**src/rtl/manchester_tx_scheduler_pkg.sv**
```systemverilog
// Shared symbols, FSM encoding and sizing helper for the Manchester TX path.
package manchester_tx_scheduler_pkg;

    localparam logic [7:0] ESCAPE_SYMBOL      = 8'hE5;
    localparam logic [7:0] SOF_SYMBOL_DEFAULT = 8'hD5;

    typedef enum logic [1:0] {
        IDLE = 2'd0,
        SOF  = 2'd1,
        DATA = 2'd2,
        GAP  = 2'd3
    } state_t;

    // Index width for n items, never narrower than one bit.
    function automatic int clog2_min1(input int n);
        return (n > 2) ? $clog2(n) : 1;
    endfunction

endpackage

```
**src/rtl/manchester_tx_scheduler_rr_arbiter.sv**
```systemverilog
// Combinational round-robin select: first requester after the last winner.
module rr_arbiter #(
    parameter int NUM_SRC = 2,
    parameter int IDX_W   = 1
) (
    input  logic [NUM_SRC-1:0] req,
    input  logic [IDX_W-1:0]   last,
    output logic               gnt_valid,
    output logic [IDX_W-1:0]   gnt_idx
);

    // Walk offsets from farthest to nearest so the nearest requester wins.
    always_comb begin
        int idx;
        idx       = 0;
        gnt_valid = 1'b0;
        gnt_idx   = '0;
        for (int k = NUM_SRC; k >= 1; k--) begin
            idx = (int'(last) + k) % NUM_SRC;
            if (req[IDX_W'(idx)]) begin
                gnt_valid = 1'b1;
                gnt_idx   = IDX_W'(idx);
            end
        end
    end

endmodule

```
**src/rtl/manchester_tx_scheduler.sv**
```systemverilog
// Packet round-robin scheduler feeding manchester_escape: SOF prefix,
// grant held to tlast, then a programmable idle gap.
module manchester_tx_scheduler
    import manchester_tx_scheduler_pkg::*;
#(
    parameter int                    NUM_SRC    = 2,
    parameter int                    DATA_WIDTH = 8,
    parameter logic [DATA_WIDTH-1:0] SOF_SYMBOL = DATA_WIDTH'(SOF_SYMBOL_DEFAULT),
    parameter int                    IFG_CYCLES = 4
) (
    input  logic                             aclk,
    input  logic                             areset,
    input  logic [NUM_SRC*DATA_WIDTH-1:0]    s_axis_tdata,
    input  logic [NUM_SRC-1:0]               s_axis_tvalid,
    output logic [NUM_SRC-1:0]               s_axis_tready,
    input  logic [NUM_SRC-1:0]               s_axis_tlast,
    output logic [DATA_WIDTH-1:0]            m_axis_tdata,
    output logic                             m_axis_tvalid,
    input  logic                             m_axis_tready,
    output logic                             m_axis_tlast,
    output logic [clog2_min1(NUM_SRC)-1:0]   grant_id,
    output logic                             busy,
    output logic                             frame_done
);

    localparam int GNT_W = clog2_min1(NUM_SRC);
    localparam int CNT_W = clog2_min1(IFG_CYCLES + 1);
    localparam logic [CNT_W-1:0] GAP_LOAD = (IFG_CYCLES > 0) ? CNT_W'(IFG_CYCLES - 1) : '0;

    state_t                 state;
    logic [GNT_W-1:0]       last_ptr;
    logic [CNT_W-1:0]       gap_cnt;
    logic                   arb_vld;
    logic [GNT_W-1:0]       arb_idx;
    logic [DATA_WIDTH-1:0]  src_data [NUM_SRC];
    logic [DATA_WIDTH-1:0]  g_tdata;
    logic                   g_tvalid;
    logic                   g_tlast;
    logic                   data_hs;

    for (genvar i = 0; i < NUM_SRC; i++) begin : g_unpack
        assign src_data[i] = s_axis_tdata[i*DATA_WIDTH +: DATA_WIDTH];
    end

    rr_arbiter #(
        .NUM_SRC (NUM_SRC),
        .IDX_W   (GNT_W)
    ) u_arb (
        .req       (s_axis_tvalid),
        .last      (last_ptr),
        .gnt_valid (arb_vld),
        .gnt_idx   (arb_idx)
    );

    assign g_tdata  = src_data[grant_id];
    assign g_tvalid = s_axis_tvalid[grant_id];
    assign g_tlast  = s_axis_tlast[grant_id];
    assign data_hs  = (state == DATA) && g_tvalid && m_axis_tready;
    assign busy     = (state != IDLE);

    // Output mux: DATA is a zero-latency passthrough of the granted source.
    always_comb begin
        m_axis_tvalid = 1'b0;
        m_axis_tdata  = '0;
        m_axis_tlast  = 1'b0;
        s_axis_tready = '0;
        case (state)
            SOF: begin
                m_axis_tvalid = 1'b1;
                m_axis_tdata  = SOF_SYMBOL;
            end
            DATA: begin
                m_axis_tvalid           = g_tvalid;
                m_axis_tdata            = g_tdata;
                m_axis_tlast            = g_tlast;
                s_axis_tready[grant_id] = m_axis_tready;
            end
            default: ;
        endcase
    end

    always_ff @(posedge aclk) begin
        if (areset) begin
            state      <= IDLE;
            last_ptr   <= GNT_W'(NUM_SRC - 1);
            grant_id   <= '0;
            gap_cnt    <= '0;
            frame_done <= 1'b0;
        end else begin
            frame_done <= data_hs && g_tlast;
            case (state)
                IDLE: begin
                    if (arb_vld) begin
                        grant_id <= arb_idx;
                        last_ptr <= arb_idx;
                        state    <= SOF;
                    end
                end
                SOF: begin
                    if (m_axis_tready) state <= DATA;
                end
                DATA: begin
                    if (data_hs && g_tlast) begin
                        if (IFG_CYCLES == 0) begin
                            state <= IDLE;
                        end else begin
                            state   <= GAP;
                            gap_cnt <= GAP_LOAD;
                        end
                    end
                end
                GAP: begin
                    if (gap_cnt == '0) state <= IDLE;
                    else               gap_cnt <= gap_cnt - 1'b1;
                end
                default: state <= IDLE;
            endcase
        end
    end

endmodule

```
**config.mk**
```make
export PLATFORM = sky130hd
export DESIGN_NAME = manchester_tx_scheduler
export DESIGN_NICKNAME = d
export VERILOG_FILES = /design/src/rtl/manchester_tx_scheduler_pkg.sv /design/src/rtl/manchester_tx_scheduler_rr_arbiter.sv /design/src/rtl/manchester_tx_scheduler.sv
export SDC_FILE = /design/constraint.sdc
export NUM_CORES = 1
export LEC_CHECK = 0
export BUFFER_PORTS_ARGS = -buffer_cell sky130_fd_sc_hd__buf_2
export CAP_MARGIN = 20
export CORE_UTILIZATION = 43
export DETAILED_ROUTE_END_ITERATION = 10
export PLACE_DENSITY = 0.77
export SETUP_SLACK_MARGIN = 0.15
export SYNTH_ARGS = -nofsm -noshare
export SYNTH_HDL_FRONTEND = slang
export SYNTH_SLANG_ARGS = --single-unit
```
**constraint.sdc**
```tcl
create_clock -name aclk -period 2.05 [get_ports aclk]
set_input_delay 0.1025 -clock aclk [delete_from_list [all_inputs] [get_ports aclk]]
set_output_delay 0.1025 -clock aclk [all_outputs]
set_load 0.1 [all_outputs]
```
==> flow_summary.ini, run 1 <==
[synth]
ys.flop_type = dfxtp_1
synth_nets = 118
syn_area_per_cell_um2 = 7.91
yosysSeqAreaShare = 0.227
yosysMostFrequentCell = a21oi_1
synth_cell_types = 30
yosys-top-cells-count = a21oi_1 (11), dfxtp_1 (8), nor2_1 (8)
syn_area_um2 = 704
yosysWarnings = 0
ys_ff_latch = 8
synth_cells = 89
yosysTopAreaCell = dfxtp_1
synth_edf_count = 0
yosys.area.top_type_share = 0.227
async_flop_share = 0
synthTopCellsByArea = dfxtp_1 (23%), ha_1 (11%), mux2_2 (8.0%), a21oi_1 (7.8%), nor2b_1 (6.2%)

[cells_and_area]
final_nets = 156
multi_input_comb_area_um2 = 589
seqCellArea_um2 = 164
fin_area_um2 = 1070
syn2layout_area_growth_pct = 52.0
fill_cells = 133
drive_gt1_frac = 0.516
postLayoutCoreUtil = 0.703
num_antenna_cells = 0

[setup_path]
cp_top_family = flip-flops
critical_path_arrival_ps = 1700
cp-start-kind = flip-flop
cp_cell_sequence = mux2_2 -> a21oi_1 -> nor2b_4 -> buf_4
crit_path_max_incr_delay_ps = 500
cp.depth = 4
crit_buf_inv = 1
crit_path_start = grant_id
critPathMaxFanout = 19
cp_slowest_cell = dfxtp_4
r2r_setup_slack_ps = 310
reg2regPathDepth = 5
crit_end = m_axis_tdata[0]
reg2reg_from = state[1]
cp.required_ps = 1950
path_class = flip-flop to primary output
worst_setup_path_end_kind = primary output
r2r_end = state[0]

[floorplan]
coreArea_um2 = 1520
initial_core_util = 0.462
fp-row-count = 14
die-area_um2 = 1800
die_y_um = 42.5
io_pins = 38
die_w_um = 42.5

[drt]
routed_wl_um = 1710
met2_wirelength_um = 839
drt_iter0_markers = 12
drcViolationCount = 0
top_layer_used = met4
postRouteAntennaNets = 0
wl_met3_um = 96
firstDrtPassIters = 4
vias_per_cell = 5.37
routedWlPerCell_um = 12.0
drt-met1-wl_um = 756
routed-via-count = 763

[clock_network]
htreeDepth = 1
cts_max_path_buffers = 2
root_buffer = clkbuf_4
cts_tree = built
cts_setup_buffers = 0
path_clk_slew_ps = 60
numCtsBuffers = 3
clock_latency_ps = 260
numClockSinks = 8

[hold_path]
hold_depth = 2
hold_path_class = primary input to flip-flop

[timing]
post-route-period-util = 0.881
rsz0062_at_grt = no
hold_slack_ps = 106
finalSetupViolCount = 0
clock.fmax_mhz = 554
hold_violations = 0
timing.final.crit_period_ps = 1810
slew_violations = 0
fin_skew_ps = 9.33
finalSetupTns_ps = 0
relSlewSlack = 0.629
worst_pin_slew_ps = 556

[placed_design]
post_dp_cell_area_um2 = 1020
numPortBuffers = 37
finalWeightedCongestion = 0.808
dp_hpwl_um = 1370

[global_routing]
grt_pass1_wl_um = 2750
grt_pass1_vias = 686
antenna_found_initial = 0
grt_use_total = 0.194
grt_max_degree = 20
gr-total-overflow = 0

[power_and_ir_drop]
ir_worst_vdd_v = 0.00126
p_leak_uw = 0.000465
p_total_uw = 1870
power.density_nw_per_um2 = 1750

[run]
max-cap-violations = 0

[run_status]
status = finished clean
==> sequential cells by signal, indices dropped and copies added, names as in the netlist <==
register and flops:
state 2, last_ptr 1, gap_cnt 3, grant_id 1, frame_done 1
==> layer usage <==
layer / track usage / vias to the layer above
li1: - / 388
met1: 0.214 / 346
met2: 0.363 / 25
met3: 0.0690 / 4
met4: 0.0188 / 0
met5: 0 / -
==> metrics by stage <==
| stage | std cells | setup slack (ps) |
|---|---|---|
| after global routing | 142 | 151 |
| after global placement | 138 | 382 |
| final | 142 | 245 |
| after CTS | 142 | 175 |
| after floorplan | 89 | 269 |
| after detailed placement | 138 | 327 |
==> cell usage in the layout (no fill, tap or decap), drive strengths merged, types with 3 or more instances in the layout <==
master,count
inv,7
mux2,5
nor2b,7
buf,36
clkbuf,5
ha,6
a211oi,3
nand2,7
dfxtp,8
a21oi,11
mux2i,4
nor2,8
==> timing repair <==
action	4_1_cts	5_1_grt
setup endpoints to repair	10	4
cloned	0	0
hold buffers	0	0
endpoints found under the hold margin	0	0
gates resized for setup	6	2
==> power by group <==
group | leakage (uW) | internal, uW | switching [uW]
combinational | 0.000384 | 449 | 1030
clock | 0.0000150 | 74.4 | 53.4
sequential | 0.0000663 | 209 | 56.5
==> kinds of logic after synthesis <==
group	count (synthesis)	share of synthesized area
flip-flops	8	0.227
multiplexers	9	0.137
adder cells (fa/ha/maj)	6	0.107
AND/OR/NAND/NOR	34	0.250
AO/OA/AOI/OAI	21	0.217
buffers and inverters	11	0.0621
==> area by class of cell <==
| class | instances | share of cell area |
|---|---|---|
| clock buffer | 4 | 0.0245 |
| inverter | 7 | 0.0245 |
| multi-input combinational | 70 | 0.550 |
| sequential | 8 | 0.153 |
| tap | 16 | 0.0187 |
| timing repair buffer | 37 | 0.229 |
==> worst min path at each step <==
stage,from,to
after CTS,areset,grant_id
after detailed placement,areset,grant_id
after floorplan,s_axis_tvalid[1],frame_done
after global placement,areset,grant_id
after global routing,areset,gap_cnt[2]
final,areset,grant_id
Note: power is estimated with default switching activity, not from simulation.
==> run 2, diff against run 1 <==
- CORE_MARGIN: unset -> 3
- CORE_UTILIZATION: 43 -> 35
- PLACE_DENSITY: 0.77 -> 0.65
==> flow_summary.ini, run 2 (synthesis results as in run 1) <==
[setup_path]
reg2regPathDepth = 6
cp_cell_sequence = inv_1 -> ha_1 -> nand2_1 -> nor2_4 -> buf_12
worst_setup_path_end_kind = primary output
crit_end = m_axis_tdata[5]
cp.required_ps = 1950
critPathMaxFanout = 8
critical_path_arrival_ps = 1770
crit_path_start = state[0]
path_class = flip-flop to primary output
cp_slowest_cell = ha_1
reg2reg_from = state[0]
r2r_setup_slack_ps = 350
cp-start-kind = flip-flop
r2r_end = state[1]
crit_path_max_incr_delay_ps = 440

[cells_and_area]
final_common_cell = buf_2
fin_area_um2 = 1090
fill_cells = 190
num_antenna_cells = 0
final_cell_mix = buf_2 (27), a21oi_1 (11), clkbuf_4 (10)
drive_gt1_frac = 0.512
top_regs = gap_cnt: 3 flops, state: 2 flops
syn2layout_area_growth_pct = 54.7
multi_input_comb_area_um2 = 587
largest_reg_flops = 3
final_nets = 157
regMostFlops = gap_cnt
seqCellArea_um2 = 164

[floorplan]
io_pins = 38
die_w_um = 50.9
die-area_um2 = 2590
fp-row-count = 15
initial_core_util = 0.387
die_y_um = 50.9
coreArea_um2 = 1820

[power_and_ir_drop]
p_comb_frac = 0.791
p_leak_uw = 0.000466
p_int_uw = 739
ir_worst_vdd_v = 0.00126
clkPwrFrac = 0.069
power.density_nw_per_um2 = 1720
seqPwrFrac = 0.140
p_sw_uw = 1140
swShare = 0.606

[hold_path]
hold_path.startpoint = areset
hold_path_class = primary input to flip-flop

[placed_design]
post_dp_cell_area_um2 = 1040
finalWeightedCongestion = 0.781
pre_cts_ws_ps = 270
dp_hpwl_um = 1530
numPortBuffers = 37

[drt]
firstDrtPassIters = 4
routedWlPerCell_um = 12.5
routed_wl_um = 1890
drcViolationCount = 0
routed-via-count = 754
vias_per_cell = 4.96
postRouteAntennaNets = 0
drt_iter0_markers = 5

[timing]
timing.final.ws_setup_ps = 177
finalSetupTns_ps = 0
hold_violations = 0
finalSetupViolCount = 0
hold_slack_ps = 105
clock.fmax_mhz = 534
relSlewSlack = 0.677
slew_violations = 0
post-route-period-util = 0.913
timing.final.crit_period_ps = 1870
rsz0062_at_grt = yes
fin_skew_ps = 10.0
worst_pin_slew_ps = 488

[global_routing]
gr-total-overflow = 0
grt_max_degree = 20
grt_use_total = 0.162
antenna_found_initial = 0
grt_pass1_wl_um = 3180
grt_pass1_vias = 738

[clock_network]
root_buffer = clkbuf_4
cts_max_path_buffers = 2
numCtsBuffers = 3
numClockSinks = 8
clock_latency_ps = 260
path_clk_slew_ps = 60
cts_tree = built
htreeDepth = 1

[run_status]
status = finished clean

[run]
max-cap-violations = 0
run 2: cell count changes in the layout (fill, tap and decap cells not counted):
cell      before  now
clkbuf_4       4   10
nand2_2        1    0
nand2_1        6    7
buf_4          5    1
buf_2         28   27
run 2: metal layers:
metal,vias to the layer above,share of wire,track usage
met5,-,0,0
met4,0,0,0.0269
met3,0,0.060,0.0554
met2,16,0.52,0.300
met1,350,0.42,0.180
li1,388,-,-
run 2: worst max-delay path: cells and delay by family, from the launching register on:
family,cells,cell delay (ps)
simple gates,2,430
flops,1,370
fa+ha+maj,1,440
buf+inv,2,270
run 2: power groups by stage:
| stage | logic, uW | registers, uW | clock network [uW] |
|---|---|---|---|
| global placement | 1420 | 262 | 0 |
| finish | 1480 | 264 | 129 |
| detailed placement | 1440 | 267 | 0 |
| floorplan | 1220 | 265 | 0 |
| CTS | 1450 | 263 | 135 |
| global route | 1580 | 271 | 144 |
run 2: what timing repair did:
action	in CTS	in global routing
pin swaps	0	1
endpoints found under the setup margin	12	11
hold buffers	0	0
gates resized for setup	1	7
buffers inserted	0	1
run 2: worst min path at each step:
stage	cells past startpoint	end
final	2	grant_id
after global routing	2	grant_id
after CTS	2	grant_id
after detailed placement	2	grant_id
after global placement	2	grant_id
after floorplan	2	frame_done
run 2: area by class of cell:
cell class                 instances  share of cell area
timing repair buffer              38               0.234
clock buffer                       4              0.0241
inverter                           7              0.0241
tap                               25              0.0287
sequential                         8               0.150
multi-input combinational         70               0.538
run 2: metrics by stage:
step	util	power, uW	cells
finish	0.599	1880	152
global route	0.599	1990	152
CTS	0.585	1850	151
detailed placement	0.569	1710	147
global placement	0.569	1680	147
floorplan	-	1480	89
==> run 3, diff against run 2 <==
- PLACE_DENSITY: 0.65 -> unset
- SYNTH_HIERARCHICAL: unset -> 1
==> flow_summary.ini, run 3 <==
[run_status]
status = finished clean

[hold_path]
hold_depth = 2
hold_path_class = primary input to flip-flop
hold_path.startpoint = areset
min_to = grant_id

[run]
max-cap-violations = 0

[setup_path]
cp-start-kind = flip-flop
cpMostUsedCell = buf_4
r2r_end = state[0]
path_class = flip-flop to primary output
worst_setup_path_end_kind = primary output
r2r_setup_slack_ps = 350
reg2regPathDepth = 5
cp_slowest_cell = dfxtp_1
critPathMaxFanout = 8
crit_path_max_incr_delay_ps = 390
cp_cell_sequence = inv_1 -> ha_2 -> buf_4 -> a21oi_1 -> nor2b_4 -> buf_4
critical_path_arrival_ps = 1710
cp.required_ps = 1950
reg2reg_from = state[1]

[timing]
rsz0062_at_grt = yes
worst_pin_slew_ps = 507
post-route-period-util = 0.884
relSlewSlack = 0.662
fin_skew_ps = 5.58
finalSetupViolCount = 0
hold_slack_ps = 121
timing.final.crit_period_ps = 1810
slew_violations = 0
hold_violations = 0
clock.fmax_mhz = 552
finalSetupTns_ps = 0

[cells_and_area]
syn2layout_area_growth_pct = 51.4
drive_gt1_frac = 0.547
final_cell_mix = buf_2 (28), a21oi_1 (10), nor2b_4 (8)
fill_cells = 204
final_common_cell = buf_2
final_nets = 159
regMostFlops = gap_cnt
num_antenna_cells = 0
largest_reg_flops = 3
final_cells = 155
top_regs = gap_cnt: 3 flops, state: 2 flops

[synth]
synth_nets = 121
yosysMostFrequentCell = a21oi_1
syn_area_um2 = 749
yosysSeqAreaShare = 0.214
synth_edf_count = 0
ys.flop_type = dfxtp_1
syn_area_per_cell_um2 = 8.24
synth_cell_types = 30
synthTopCellsByArea = dfxtp_1 (21%), ha_1 (12%), mux2_2 (9.0%), a21oi_1 (7.3%), nor2b_1 (5.8%)
yosys.area.top_type_share = 0.214
yosysTopAreaCell = dfxtp_1
async_flop_share = 0
yosysWarnings = 6
ys_ff_latch = 8
yosys-top-cells-count = a21oi_1 (11), dfxtp_1 (8), nand2_1 (8)
synth_cells = 91

[clock_network]
cts_setup_buffers = 0
cts_max_path_buffers = 2
clock_latency_ps = 260
path_clk_slew_ps = 60
holdBufCountCts = 0
htreeDepth = 1
cts_tree = built
root_buffer = clkbuf_4
numClockSinks = 8
numCtsBuffers = 3

[global_routing]
gr-total-overflow = 0
grt_pass1_wl_um = 3160
grt_max_degree = 19
antenna_found_initial = 0
grt_use_total = 0.154
grt_pass1_vias = 730

[floorplan]
fp-row-count = 16
die-area_um2 = 2730
die_y_um = 52.3
io_pins = 38
coreArea_um2 = 2000
die_w_um = 52.3
initial_core_util = 0.374

[placed_design]
dp_hpwl_um = 1520
numPortBuffers = 37
finalWeightedCongestion = 0.729
dp.cells = 151

[power_and_ir_drop]
p_leak_uw = 0.000486
ir_worst_vdd_v = 0.00129
power.density_nw_per_um2 = 1670

[drt]
routedWlPerCell_um = 12.3
routed-via-count = 770
firstDrtPassIters = 4
drt_iter0_markers = 14
routed_wl_um = 1910
drcViolationCount = 0
vias_per_cell = 4.97
postRouteAntennaNets = 0
==> run 3: how the worst max path moves through the flow <==
stage | endpoint | slack, ps | cells past startpoint | startpoint
3_3_place_gp | m_axis_tvalid | 350 | 6 | state[0]
6_report | m_axis_tdata[2] | 240 | 6 | state[0]
2_1_floorplan | m_axis_tdata[2] | 140 | 5 | grant_id
4_1_cts | m_axis_tdata[1] | 220 | 5 | state[0]
3_5_place_dp | m_axis_tdata[2] | 310 | 6 | state[0]
5_1_grt | m_axis_tdata[6] | 140 | 6 | state[0]
==> run 3: where the power goes <==
part	internal (uW)	switching (uW)
Clock	74.7	57.8
Combinational	476	1030
Sequential	206	49.1
Total	757	1140
==> run 3: metal layers <==
layer / GRT usage / routed length [um] / vias up
li1: - / - / 388
met1: 0.185 / 835 / 355
met2: 0.264 / 959 / 24
met3: 0.0598 / 105 / 3
met4: 0.0255 / 14 / 0
met5: 0 / 0 / -
==> run 3: cells by family after synthesis <==
kind of cell | after synthesis | share of synthesized area
and+or+nand+nor | 32 | 0.234
adders and majority gates | 7 | 0.117
DFF | 8 | 0.214
muxes | 11 | 0.159
buffers and inverters | 12 | 0.0684
AOI/OAI and AO/OA | 21 | 0.209
==> run 3: final cells by class <==
type                    instances  area (um2)  share of cell area
clock buffers                   4        26.3              0.0232
inverters                       7        26.3              0.0232
multi-input cells              71         632               0.557
flip-flops and latches          8         164               0.144
well taps                      27        33.8              0.0298
repair buffers                 38         253               0.223
==> run 3: per-stage QoR <==
step,worst slack [ps],util,total power [uW],area [um2]
floorplan,140,-,1480,836
global placement,354,0.541,1690,1080
detailed placement,310,0.541,1710,1080
CTS,223,0.564,1890,1130
global route,145,0.567,2000,1130
finish,239,0.567,1890,1130
==> run 3: repair_timing <==
action,CTS,global route
setup endpoints to repair,9,4
resized for setup,8,2
hold endpoints to repair,0,0
pin swaps,0,0
==> run 3: critical path, delay by kind of cell (launching register included) <==
kind                       cells  cell delay, ps
buffers and inverters          3             510
DFF                            1             390
adders and majority gates      1             250
AOI/OAI and AO/OA              1             230
and+or+nand+nor                1              60
